### src/rtl/ifu_pkg.sv
// Shared definitions for the hxd32 instruction fetch unit: FSM state encoding and PC step.
package ifu_pkg;

    typedef enum logic [1:0] {
        IFU_IDLE = 2'd0,
        IFU_REQ  = 2'd1,
        IFU_WAIT = 2'd2
    } ifu_state_t;

    localparam int unsigned IFU_PC_INC = 4;

endpackage

### src/rtl/ifu_fetch_fifo.sv
// Small synchronous queue of {pc, inst} pairs between IRAM responses and idu.
// Head outputs read as zero while the queue is empty.
module ifu_fetch_fifo #(
    parameter int XLEN  = 32,
    parameter int DEPTH = 2
) (
    input  logic                   clk_i,
    input  logic                   rst_n_i,
    input  logic                   push_i,
    input  logic [XLEN-1:0]        push_pc_i,
    input  logic [XLEN-1:0]        push_inst_i,
    input  logic                   pop_i,
    input  logic                   flush_i,
    output logic                   empty_o,
    output logic [$clog2(DEPTH):0] count_o,
    output logic [XLEN-1:0]        head_pc_o,
    output logic [XLEN-1:0]        head_inst_o
);

    localparam int AW = $clog2(DEPTH);
    localparam logic [AW-1:0] PTR_ONE = 1;
    localparam logic [AW:0]   CNT_ONE = 1;

    logic [2*XLEN-1:0] r_mem [DEPTH];
    logic [AW-1:0]     r_wr_ptr;
    logic [AW-1:0]     r_rd_ptr;
    logic [AW:0]       r_count;
    logic              w_push;
    logic              w_pop;
    logic              w_empty;
    logic [2*XLEN-1:0] w_head;

    // flush wins over push/pop issued in the same cycle
    assign w_empty = (r_count == '0);
    assign w_push  = push_i && !flush_i;
    assign w_pop   = pop_i && !flush_i && !w_empty;
    assign w_head  = r_mem[r_rd_ptr];

    always_ff @(posedge clk_i) begin
        if (w_push) begin
            r_mem[r_wr_ptr] <= {push_pc_i, push_inst_i};
        end
    end

    always_ff @(posedge clk_i or negedge rst_n_i) begin
        if (!rst_n_i) begin
            r_wr_ptr <= '0;
            r_rd_ptr <= '0;
            r_count  <= '0;
        end else if (flush_i) begin
            r_wr_ptr <= '0;
            r_rd_ptr <= '0;
            r_count  <= '0;
        end else begin
            if (w_push) r_wr_ptr <= r_wr_ptr + PTR_ONE;
            if (w_pop)  r_rd_ptr <= r_rd_ptr + PTR_ONE;
            if (w_push && !w_pop)      r_count <= r_count + CNT_ONE;
            else if (!w_push && w_pop) r_count <= r_count - CNT_ONE;
        end
    end

    assign empty_o     = w_empty;
    assign count_o     = r_count;
    assign head_pc_o   = w_empty ? '0 : w_head[2*XLEN-1:XLEN];
    assign head_inst_o = w_empty ? '0 : w_head[XLEN-1:0];

endmodule

### src/rtl/ifu.sv
// hxd32 instruction fetch unit: owns the fetch PC, reads IRAM over req/gnt/rvalid, queues words for idu.
// Optional performance counters are built when IFU_PERF_CNT_EN is defined.
module ifu
    import ifu_pkg::*;
#(
    parameter int              XLEN     = 32,
    parameter int              DEPTH    = 2,
    parameter logic [XLEN-1:0] RESET_PC = '0
) (
    input  logic            clk_i,
    input  logic            rst_n_i,
    input  logic            pc_wr_en_i,
    input  logic [XLEN-1:0] pc_wr_data_i,
    output logic            iram_req_o,
    output logic [XLEN-1:0] iram_addr_o,
    input  logic            iram_gnt_i,
    input  logic            iram_rvalid_i,
    input  logic [XLEN-1:0] iram_rd_data_i,
    output logic            inst_valid_o,
    input  logic            inst_ready_i,
    output logic [XLEN-1:0] inst_data_o,
    output logic [XLEN-1:0] pc_o,
    output logic [XLEN-1:0] pc_next_o,
    output logic [31:0]     perf_stall_cnt_o,
    output logic [31:0]     perf_flush_cnt_o
);

    localparam int CW = $clog2(DEPTH) + 1;
    localparam logic [CW-1:0]   DEPTH_C = CW'(DEPTH);
    localparam logic [CW-1:0]   CNT_ONE = 1;
    localparam logic [XLEN-1:0] PC_INC  = XLEN'(IFU_PC_INC);

    ifu_state_t      r_state;
    ifu_state_t      w_state_next;
    logic [XLEN-1:0] r_fetch_pc;
    logic [XLEN-1:0] r_req_addr;
    logic            r_discard;
    logic [XLEN-1:0] w_redir_pc;
    logic            w_rsp;
    logic            w_push;
    logic            w_pop;
    logic            w_empty;
    logic [CW-1:0]   w_count;
    logic [CW-1:0]   w_count_nxt;
    logic [XLEN-1:0] w_head_pc;
    logic [XLEN-1:0] w_head_inst;
    logic            w_unused_low_bits;

    assign w_unused_low_bits = &{1'b0, pc_wr_data_i[1:0]};
    assign w_redir_pc = {pc_wr_data_i[XLEN-1:2], 2'b00};
    assign w_rsp      = (r_state == IFU_WAIT) && iram_rvalid_i;
    assign w_push     = w_rsp && !r_discard && !pc_wr_en_i;
    assign w_pop      = !w_empty && inst_ready_i && !pc_wr_en_i;

    ifu_fetch_fifo #(
        .XLEN  (XLEN),
        .DEPTH (DEPTH)
    ) u_fetch_fifo (
        .clk_i       (clk_i),
        .rst_n_i     (rst_n_i),
        .push_i      (w_push),
        .push_pc_i   (r_req_addr),
        .push_inst_i (iram_rd_data_i),
        .pop_i       (w_pop),
        .flush_i     (pc_wr_en_i),
        .empty_o     (w_empty),
        .count_o     (w_count),
        .head_pc_o   (w_head_pc),
        .head_inst_o (w_head_inst)
    );

    // Queue occupancy after this cycle; a slot is reserved for the word in flight.
    always_comb begin
        w_count_nxt = w_count;
        if (pc_wr_en_i)            w_count_nxt = '0;
        else if (w_push && !w_pop) w_count_nxt = w_count + CNT_ONE;
        else if (!w_push && w_pop) w_count_nxt = w_count - CNT_ONE;
    end

    always_comb begin
        w_state_next = r_state;
        case (r_state)
            IFU_IDLE: if (pc_wr_en_i || (w_count < DEPTH_C)) w_state_next = IFU_REQ;
            IFU_REQ:  if (iram_gnt_i) w_state_next = IFU_WAIT;
            IFU_WAIT: if (iram_rvalid_i) w_state_next = (w_count_nxt < DEPTH_C) ? IFU_REQ : IFU_IDLE;
            default:  w_state_next = IFU_IDLE;
        endcase
    end

    always_ff @(posedge clk_i or negedge rst_n_i) begin
        if (!rst_n_i) begin
            r_state    <= IFU_IDLE;
            r_fetch_pc <= RESET_PC;
            r_req_addr <= RESET_PC;
            r_discard  <= 1'b0;
        end else begin
            r_state <= w_state_next;
            // a stale (discarded) request must not advance the redirected PC
            if (pc_wr_en_i)
                r_fetch_pc <= w_redir_pc;
            else if ((r_state == IFU_REQ) && iram_gnt_i && !r_discard)
                r_fetch_pc <= r_fetch_pc + PC_INC;
            if ((w_state_next == IFU_REQ) && (r_state != IFU_REQ))
                r_req_addr <= pc_wr_en_i ? w_redir_pc : r_fetch_pc;
            if (pc_wr_en_i)
                r_discard <= (r_state == IFU_REQ) || ((r_state == IFU_WAIT) && !iram_rvalid_i);
            else if (w_rsp)
                r_discard <= 1'b0;
        end
    end

    assign iram_req_o   = (r_state == IFU_REQ);
    assign iram_addr_o  = r_req_addr;
    assign inst_valid_o = !w_empty;
    assign inst_data_o  = w_head_inst;
    assign pc_o         = w_head_pc;
    assign pc_next_o    = w_empty ? '0 : (w_head_pc + PC_INC);

`ifdef IFU_PERF_CNT_EN
    logic [31:0] r_stall_cnt;
    logic [31:0] r_flush_cnt;

    always_ff @(posedge clk_i or negedge rst_n_i) begin
        if (!rst_n_i) begin
            r_stall_cnt <= '0;
            r_flush_cnt <= '0;
        end else begin
            if (inst_ready_i && w_empty && (r_stall_cnt != 32'hFFFF_FFFF))
                r_stall_cnt <= r_stall_cnt + 32'd1;
            if (pc_wr_en_i && (r_flush_cnt != 32'hFFFF_FFFF))
                r_flush_cnt <= r_flush_cnt + 32'd1;
        end
    end

    assign perf_stall_cnt_o = r_stall_cnt;
    assign perf_flush_cnt_o = r_flush_cnt;
`else
    assign perf_stall_cnt_o = '0;
    assign perf_flush_cnt_o = '0;
`endif

endmodule

### config.mk
export PLATFORM = sky130hd
export DESIGN_NAME = ifu
export DESIGN_NICKNAME = d
export VERILOG_FILES = /design/src/rtl/ifu_pkg.sv /design/src/rtl/ifu_fetch_fifo.sv /design/src/rtl/ifu.sv
export SDC_FILE = /design/constraint.sdc
export NUM_CORES = 1
export LEC_CHECK = 0
export ABC_AREA = 1
export CORE_MARGIN = 8
export CORE_UTILIZATION = 54
export DETAILED_ROUTE_END_ITERATION = 6
export PLACE_DENSITY = 0.87
export REMOVE_ABC_BUFFERS = 1
export SLEW_MARGIN = 20
export SYNTH_ARGS = -nofsm -noshare
export SYNTH_HDL_FRONTEND = slang
export SYNTH_SLANG_ARGS = --single-unit
### constraint.sdc
create_clock -name clk_i -period 8.04 [get_ports clk_i]
set_input_delay 1.608 -clock clk_i [delete_from_list [all_inputs] [get_ports clk_i]]
set_output_delay 1.608 -clock clk_i [all_outputs]
set_load 0.02 [all_outputs]
==> impl_metrics.csv, run 1 <==
group,metric,value,unit
run_status,status,"finished, final reports clean",
sta,hold_viol,0,
die,die_x,155.5,um
place,finalWeightedCongestion,0.9141,
die,dieArea,0.02418,mm2
clock_tree,holdBufCountCts,0,
die,start_util,0.5452,
synthesis,synth_edf_count,126,
clock_tree,cts.sinks,194,
detailed_routing,drtIter0Drc,679,
detailed_routing,finalWirelength,28560,um
setup_path,crit_buf_inv,5,
clock_tree,postCtsResizedCells,0,
sta,timing.hold.ws,509.7,ps
sta,fmax,178.3,MHz
clock_tree,cts_tree,"done",
global_routing,grt_max_degree,69,
setup_path,ff2ff_setup_slack,3970,ps
sta,slew_headroom,0.3217,
global_routing,antenna_found_initial,0,
final_layout,layout_commonest_cell,"nand2_1",
detailed_routing,dr_total_vias,8870,
setup_path,worstSetupPathType,"reg2out",
clock_tree,cts_buffers,17,
synthesis,ys_ff_latch,194,
place,port_buffers,197,
final_layout,area_growth,23.51,%
sta,slew_viol_final,0,
clock_tree,clk_latency,440,ps
detailed_routing,drtAntennaViolNets,0,
synthesis,syn_avg_cell_area,8.273,um2
clock_tree,postCtsSetupBuffers,0,
setup_path,cp.arrival,4000,ps
sta,tightest_slew,1015,ps
clock_tree,clock_path_buffers,2,
synthesis,synth_area,0.01051,mm2
final_layout,n_fill_cell,1534,
place,dp_hpwl,20700,um
setup_path,crit_chain,"buf_4 -> nor2_1 -> nor2_1 -> o21ai_0 -> inv_1 -> ha_1 -> inv_1 -> nor2_1 -> nand2_1 -> nor2_2 -> nand3_1 -> o21ai_0 -> nand2_1 -> inv_1 -> clkdlybuf4s50_1",
setup_path,critPathCaptureType,"output pin",
die,chipHeight,155.5,um
die,core-area,0.01927,mm2
sta,period_share,0.6977,
sta,rsz0062_at_grt,"false",
synthesis,yosysSeqAreaShare,0.5221,
setup_path,crit_path_top_delay_cell,"dfrtp_2",
final_layout,drive_gt1_frac,0.06520,
sta,setup_viol,0,
setup_path,crit_path_start_kind,"flip-flop",
synthesis,synthFlopType,"edfxtp_1",
global_routing,grt_first_pass_wirelength,44010,um
setup_path,path_max_fanout,45,
min_path,hold_class,"reg2reg",
detailed_routing,drtPass1Iterations,5,
final_layout,final_nets,1517,
final_layout,layout_common_cells,"nand2_1 (344), nor2_1 (197), clkdlybuf4s50_1 (195)",
final_layout,diodes,0,
global_routing,track_usage,0.2301,
die,pin_count,264,
global_routing,grt_pass1_vias,8525,
power_and_ir_drop,p_leak,5.662,nW
synthesis,synth_cell_type_count,42,
clock_tree,path_clk_slew,80,ps
sta,setup-tns-final,0,ps
setup_path,max_stage_delay,700,ps
detailed_routing,drt-vias-per-instance,5.151,
global_routing,overflow,0,
synthesis,async_flop_share,0.3505,
setup_path,required,6430,ps
clock_tree,cts-root-buf,"clkbuf_16",
detailed_routing,drc,0,
synthesis,syn-instance-count,1270,
sta,fin_skew,13.64,ps
clock_tree,cts_htree_levels,4,
job,maxCapViolCount,0,
synthesis,ys_warn_count,0,
setup_path,path_delay_family,"buffers and inverters",
final_layout,final_util,0.6734,
power_and_ir_drop,power_density,296.9,mW/mm2
power_and_ir_drop,vdd_drop_max,0.0001774,V
sta,fin_crit,5609,ps
die,rows,51,
detailed_routing,wl_per_cell,16.59,um
==> path summary, 6_finish.rpt <==
kind / startpoint / to / cells past startpoint
min in group asynchronous: rst_n_i / iram_addr_o[26] / 2
worst max register to register: u_fetch_fifo.count_o[0] / iram_addr_o[6] / 14
max in group asynchronous: rst_n_i / u_fetch_fifo.r_rd_ptr / 2
worst min register to register: iram_addr_o[28] / u_fetch_fifo.r_mem[0][60] / 0
worst max-delay path: u_fetch_fifo.r_rd_ptr / pc_next_o[26] / 15
worst min-delay path: iram_addr_o[28] / u_fetch_fifo.r_mem[0][60] / 0
==> report_power, final <==
| part | switching (mW) | internal [mW] | total [mW] |
|---|---|---|---|
| clock | 0.442 | 0.428 | 0.870 |
| sequential | 0.162 | 1.25 | 1.41 |
| combinational | 0.997 | 0.571 | 1.57 |
==> worst reg2reg max path: cells and delay by family (launching register included) <==
family | cells | cell delay (ps)
flops | 1 | 380
simple gates | 9 | 2370
fa+ha+maj | 1 | 150
compound gates | 1 | 300
buf+inv | 3 | 760
==> sequential cells by signal (all words and copies together), names as in the netlist <==
register	count
u_fetch_fifo.r_wr_ptr	1
r_state	2
iram_addr_o	31
u_fetch_fifo.count_o	2
u_fetch_fifo.r_mem	126
r_fetch_pc	30
u_fetch_fifo.r_rd_ptr	1
r_discard	1
==> cell families after synthesis <==
logic type,synth area share
buf+inv,0.1235
compound gates,0.06062
xor+xnor,0.01167
fa+ha+maj,0.003573
other cells,0.0003569
simple gates,0.2782
flops,0.5221
==> layer usage <==
layer / share of wire / vias up / GRT usage
met1: 0.39 / 4140 / 0.2768
met2: 0.51 / 400 / 0.4048
met4: 0.030 / 0 / 0.09750
met5: 0 / - / 0
met3: 0.073 / 49 / 0.03412
li1: - / 4281 / -
==> final cells by class <==
type	count	area, um2	share of cell area
sequential	194	5487	0.4228
multi-input combinational	883	3975	0.3063
timing repair buffer	205	2022	0.1558
inverter	143	539.3	0.04156
clock buffer	17	425.4	0.03278
tap	265	331.6	0.02555
clock inverter	15	196.4	0.01514
==> synthesized netlist by cell type, types with 5 or more instances <==
cell type	number	area share
buf_2	15	0.0071
o211ai_1	5	0.0036
nand2_2	9	0.0054
nor3_1	10	0.0048
nor2_2	16	0.0095
buf_6	8	0.0086
inv_1	138	0.049
clkbuf_1	22	0.0079
a21oi_1	6	0.0029
xor2_1	13	0.011
nand2_1	344	0.12
o31ai_1	5	0.0036
nand4_1	10	0.0060
dfrtp_1	68	0.16
or2_2	5	0.0030
edfxtp_1	126	0.36
nand3_1	77	0.037
buf_4	68	0.049
nor2_1	199	0.071
o21ai_0	84	0.040
==> stage by stage <==
stage               power, mW  instance area, um2  setup slack (ps)  cells
floorplan               2.253                9985              2731   1220
global placement        2.934               12350              2918   1690
detailed placement      2.986               12350              2890   1690
CTS                     3.852               12980              2416   1722
global route            4.038               12980              2061   1722
finish                  3.852               12980              2431   1722
(Power assumes the default switching activity.)
==> inputs of run 2 (changes only) <==
--- a/config.mk
+++ b/config.mk
@@ -7,9 +7,9 @@
 export LEC_CHECK = 0
 export ABC_AREA = 1
 export CORE_MARGIN = 8
-export CORE_UTILIZATION = 54
+export CORE_UTILIZATION = 50
 export DETAILED_ROUTE_END_ITERATION = 6
-export PLACE_DENSITY = 0.87
+export PLACE_DENSITY = 0.81
 export REMOVE_ABC_BUFFERS = 1
 export SLEW_MARGIN = 20
 export SYNTH_ARGS = -nofsm -noshare
==> constraint.sdc (replaced) <==
create_clock -name clk_i -period 5.4 [get_ports clk_i]
set_input_delay 1.08 -clock clk_i [delete_from_list [all_inputs] [get_ports clk_i]]
set_output_delay 1.08 -clock clk_i [all_outputs]
set_load 0.02 [all_outputs]
==> impl_metrics.csv, run 2 (synthesis results as in run 1) <==
group,metric,value,unit
clock_tree,path_clk_slew,70,ps
clock_tree,cts-root-buf,"clkbuf_16",
die,core-area,0.02082,mm2
detailed_routing,drtIter0Drc,664,
setup_path,critPathCaptureType,"output pin",
detailed_routing,drtPass1Iterations,5,
sta,slew_viol_final,0,
setup_path,path_max_fanout,27,
place,port_buffers,197,
sta,fin_skew,9.475,ps
die,die_x,161.0,um
power_and_ir_drop,vdd_drop_max,0.0002373,V
min_path,hold_depth,0,
final_layout,largest-register,"u_fetch_fifo.r_mem",
die,dieArea,0.02591,mm2
setup_path,r2r_end,"iram_addr_o[3]",
die,start_util,0.5046,
min_path,hold_class,"reg2reg",
detailed_routing,finalWirelength,27930,um
global_routing,overflow,0,
sta,fin_crit,4892,ps
place,dpl_cell_area,0.01242,mm2
global_routing,antenna_found_initial,0,
final_layout,final_nets,1522,
sta,slew_headroom,0.3689,
global_routing,grt_max_degree,66,
setup_path,crit_chain,"inv_2 -> nand2_2 -> a21oi_2 -> ha_1 -> inv_1 -> nor2_1 -> nand2_1 -> nor2_2 -> nand3_1 -> o21ai_0 -> nand2_1 -> inv_1 -> clkdlybuf4s50_1",
clock_tree,holdBufCountCts,0,
die,pin_count,264,
setup_path,r2r.worst_path.cells,14,
final_layout,layout_common_cells,"nand2_1 (344), nor2_1 (197), clkdlybuf4s50_1 (195)",
clock_tree,cts_buffers,17,
die,rows,53,
detailed_routing,dr_total_vias,8557,
global_routing,grt_first_pass_wirelength,44030,um
final_layout,drive_gt1_frac,0.06840,
min_path,min_from,"iram_addr_o[17]",
sta,period_share,0.9059,
clock_tree,cts_tree,"done",
final_layout,diodes,0,
setup_path,r2r-start,"u_fetch_fifo.count_o[0]",
clock_tree,postCtsSetupBuffers,0,
place,post-place-ws,954.2,ps
min_path,hold_end,"u_fetch_fifo.r_mem[0][49]",
sta,tightest_slew,944.3,ps
setup_path,worstSetupPathType,"reg2out",
detailed_routing,drtAntennaViolNets,0,
detailed_routing,wl_per_cell,16.08,um
final_layout,largest_reg_flops,126,
setup_path,path_delay_family,"buffers and inverters",
place,dp_hpwl,21120,um
power_and_ir_drop,power_density,435.3,mW/mm2
setup_path,ff2ff_setup_slack,2110,ps
final_layout,area_growth,23.73,%
clock_tree,cts_htree_levels,4,
setup_path,crit_path_start_kind,"flip-flop",
setup_path,crit_buf_inv,4,
setup_path,crit_start,"u_fetch_fifo.r_rd_ptr",
power_and_ir_drop,p_leak,5.677,nW
run_status,status,"finished, final reports clean",
global_routing,track_usage,0.2135,
setup_path,required,4320,ps
setup_path,max_stage_delay,590,ps
job,maxCapViolCount,0,
clock_tree,postCtsResizedCells,0,
detailed_routing,drc,0,
global_routing,grt_pass1_vias,8312,
final_layout,layout_commonest_cell,"nand2_1",
sta,hold_viol,0,
setup_path,cp.arrival,3810,ps
power_and_ir_drop,p_total,5.659,mW
final_layout,stdcell_area,0.01300,mm2
clock_tree,clock_path_buffers,2,
sta,setup_ws,507.9,ps
clock_tree,clk_latency,430,ps
clock_tree,cts.sinks,194,
sta,fmax,204.4,MHz
setup_path,crit_path_top_delay_cell,"clkdlybuf4s50_1",
sta,setup_viol,0,
die,chipHeight,161.0,um
final_layout,final_util,0.6243,
detailed_routing,drt-vias-per-instance,4.926,
place,finalWeightedCongestion,0.9545,
sta,rsz0062_at_grt,"false",
sta,setup-tns-final,0,ps
-- run 2: area by class of cell --
cell class / count / area (um2)
Inverter: 143 / 539.3
Tap cell: 275 / 344.1
Multi-Input combinational cell: 883 / 3975
Fill cell: 1762 / 7823
Sequential cell: 194 / 5487
Clock inverter: 15 / 157.7
Timing Repair Buffer: 210 / 2072
Clock buffer: 17 / 425.4
-- run 2: where the power goes --
group	switching (mW)	internal, mW	total, mW
combinational	1.46	0.864	2.33
sequential	0.229	1.86	2.09
clock	0.618	0.624	1.24
-- run 2: worst register-to-register path: stages (launching register included) --
cell and delay (ps):
dfrtp_1 380, inv_1 100, ha_1 540, inv_4 320, buf_4 320, a21oi_1 200, nand2_1 130, nand2_1 80
nand2_1 40, nand2_1 80, nand2_1 50, nand2_1 70, nand2_1 550, nand2_1 270, nand2_1 80
-- run 2: how the worst max path moves through the flow --
stage                                    end  slack (ps)  cells past startpoint
floorplan           u_fetch_fifo.r_mem[1][0]         620                      3
global placement               pc_next_o[26]         930                     13
detailed placement             pc_next_o[26]         950                     13
CTS                            pc_next_o[26]         470                     13
global route                   pc_next_o[31]         160                     15
finish                         pc_next_o[26]         510                     13
-- run 2: routing by layer --
layer,GRT usage,part of all wire,up-vias
li1,-,-,4279
met1,0.2593,0.41,3976
met2,0.3732,0.51,264
met3,0.03788,0.054,38
met4,0.07744,0.026,0
met5,0,0,-
-- run 2: metrics by stage --
stage	instances	hold slack, ps
after floorplan	1220	458.0
after global placement	1705	481.4
after detailed placement	1705	490.6
after CTS	1737	507.7
after global routing	1737	526.5
final	1737	497.1
==> inputs of run 3 (changes only) <==
--- a/config.mk
+++ b/config.mk
@@ -6,7 +6,7 @@
 export NUM_CORES = 1
 export LEC_CHECK = 0
 export ABC_AREA = 1
-export CORE_MARGIN = 8
+export CORE_MARGIN = 1.5
 export CORE_UTILIZATION = 50
 export DETAILED_ROUTE_END_ITERATION = 6
 export PLACE_DENSITY = 0.81
==> impl_metrics.csv, run 3 (synthesis results as in run 1) <==
group,metric,value,unit
run_status,status,"finished, final reports clean",
die,dieArea,0.02189,mm2
final_layout,layout_common_cells,"nand2_1 (344), nor2_1 (197), clkdlybuf4s50_1 (195)",
place,post-place-ws,1218,ps
detailed_routing,wl_per_cell,15.51,um
die,die_x,148.0,um
sta,timing.hold.ws,512.4,ps
sta,slew_headroom,0.3669,
clock_tree,cts_htree_levels,4,
clock_tree,cts.sinks,194,
power_and_ir_drop,vdd_drop_max,0.0002503,V
min_path,min_from,"r_fetch_pc[26]",
setup_path,ff2ff_setup_slack,1960,ps
global_routing,grt_max_degree,66,
die,core-area,0.02043,mm2
detailed_routing,drc,0,
setup_path,r2r.worst_path.cells,14,
clock_tree,postCtsResizedCells,0,
setup_path,r2r_end,"iram_addr_o[4]",
global_routing,grt_pass1_vias,7906,
global_routing,grt_first_pass_wirelength,41260,um
setup_path,max_stage_delay,600,ps
detailed_routing,drtIter0Drc,791,
clock_tree,holdBufCountCts,0,
global_routing,overflow,0,
global_routing,track_usage,0.2454,
clock_tree,clk_latency,450,ps
sta,fin_skew,13.04,ps
job,maxCapViolCount,0,
power_and_ir_drop,p_int,3.373,mW
die,chipHeight,148.0,um
sta,hold_viol,0,
power_and_ir_drop,seqPwrFrac,0.366,
detailed_routing,drtAntennaViolNets,0,
detailed_routing,dr_total_vias,8695,
detailed_routing,finalWirelength,26870,um
setup_path,required,4320,ps
setup_path,path_max_fanout,14,
power_and_ir_drop,clockPowerShare,0.228,
min_path,hold_end,"r_fetch_pc[26]",
die,start_util,0.5143,
detailed_routing,drtPass1Iterations,6,
final_layout,final_util,0.6383,
final_layout,largest_reg_flops,126,
final_layout,final_nets,1522,
place,finalWeightedCongestion,0.9247,
min_path,hold_class,"reg2reg",
final_layout,largest-register,"u_fetch_fifo.r_mem",
setup_path,cpMostUsedCell,"inv_1",
setup_path,crit_path_top_delay_cell,"clkdlybuf4s50_1",
sta,slew_viol_final,0,
die,rows,52,
power_and_ir_drop,swShare,0.4117,
final_layout,area_growth,24.12,%
detailed_routing,drt-vias-per-instance,5.020,
clock_tree,clock_path_buffers,2,
place,port_buffers,197,
power_and_ir_drop,p_total,5.734,mW
power_and_ir_drop,pwr-share-comb,0.407,
clock_tree,cts_buffers,17,
power_and_ir_drop,power_density,439.8,mW/mm2
final_layout,diodes,0,
sta,tightest_slew,947.3,ps
sta,fmax,215.3,MHz
final_layout,layout_commonest_cell,"nand2_1",
sta,period_share,0.8599,
sta,rsz0062_at_grt,"false",
final_layout,drive_gt1_frac,0.06840,
power_and_ir_drop,p_leak,5.694,nW
power_and_ir_drop,power.switching,2.361,mW
place,dp_hpwl,19590,um
clock_tree,postCtsSetupBuffers,0,
setup_path,crit_chain,"inv_1 -> ha_1 -> nor2_1 -> o21ai_0 -> inv_1 -> ha_1 -> inv_1 -> nor2_1 -> nand3_1 -> inv_1 -> nand2_1 -> xor2_1 -> inv_1 -> clkdlybuf4s50_1",
die,pin_count,264,
sta,setup_viol,0,
clock_tree,path_clk_slew,80,ps
min_path,hold_depth,2,
setup_path,r2r-start,"u_fetch_fifo.count_o[1]",
setup_path,crit_path_start_kind,"flip-flop",
sta,setup_ws,756.4,ps
sta,fin_crit,4644,ps
setup_path,worstSetupPathType,"reg2out",
clock_tree,cts_tree,"done",
global_routing,antenna_found_initial,0,
sta,setup-tns-final,0,ps
clock_tree,cts-root-buf,"clkbuf_16",
setup_path,cp.arrival,3560,ps
setup_path,critPathCaptureType,"output pin",
[run 3: cell count changes in the layout (fill, tap and decap cells not counted), sizes merged]
| cell | delta |
|---|---|
| clkinv | +1 |
| clkinvlp | -1 |
[run 3: per-layer routing]
| metal | share of wire | vias up | global-route usage |
|---|---|---|---|
| met4 | 0.024 | 0 | 0.08663 |
| li1 | - | 4280 | - |
| met1 | 0.42 | 4029 | 0.3273 |
| met2 | 0.50 | 340 | 0.4082 |
| met5 | 0 | - | 0 |
| met3 | 0.065 | 46 | 0.03889 |
[run 3: worst max path at each step]
| stage | startpoint | to | slack (ps) | cells past startpoint |
|---|---|---|---|---|
| finish | u_fetch_fifo.count_o[1] | pc_next_o[16] | 760 | 14 |
| global route | u_fetch_fifo.count_o[0] | pc_next_o[26] | 430 | 15 |
| CTS | u_fetch_fifo.count_o[1] | pc_next_o[18] | 720 | 14 |
| detailed placement | u_fetch_fifo.r_rd_ptr | pc_next_o[18] | 1220 | 12 |
| global placement | u_fetch_fifo.r_rd_ptr | pc_next_o[16] | 1290 | 12 |
| floorplan | pc_wr_en_i | u_fetch_fifo.r_mem[1][0] | 620 | 3 |
[run 3: power groups by stage]
stage / Combinational (mW) / Clock (mW) / Sequential, mW
2_1_floorplan: 1.17 / 0 / 2.18
3_3_place_gp: 2.28 / 0 / 2.11
3_5_place_dp: 2.33 / 0 / 2.12
4_1_cts: 2.34 / 1.32 / 2.09
5_1_grt: 2.53 / 1.37 / 2.12
6_report: 2.33 / 1.31 / 2.10
[run 3: final cells by class]
| cell class | count | area (um2) |
|---|---|---|
| fillers | 1730 | 7390 |
| inverters | 143 | 539.3 |
| flip-flops and latches | 194 | 5487 |
| repair buffers | 210 | 2085 |
| multi-input cells | 883 | 3975 |
| clock inverters | 15 | 191.4 |
| well taps | 270 | 337.8 |
| clock buffers | 17 | 425.4 |
[run 3: worst max-delay path: cells and delay by family (launching register included)]
family / cells / cell delay [ps]
XOR/XNOR: 1 / 170
adder cells (fa/ha/maj): 2 / 630
AND/OR/NAND/NOR: 4 / 680
flip-flops: 1 / 370
buffers and inverters: 6 / 1110
AO/OA/AOI/OAI: 1 / 150
[run 3: through the flow]
step,instances,cell area [um2]
after floorplan,1220,9985
after CTS,1732,13040
after detailed placement,1700,12420
after global placement,1700,12420
after global routing,1732,13040
final,1732,13040
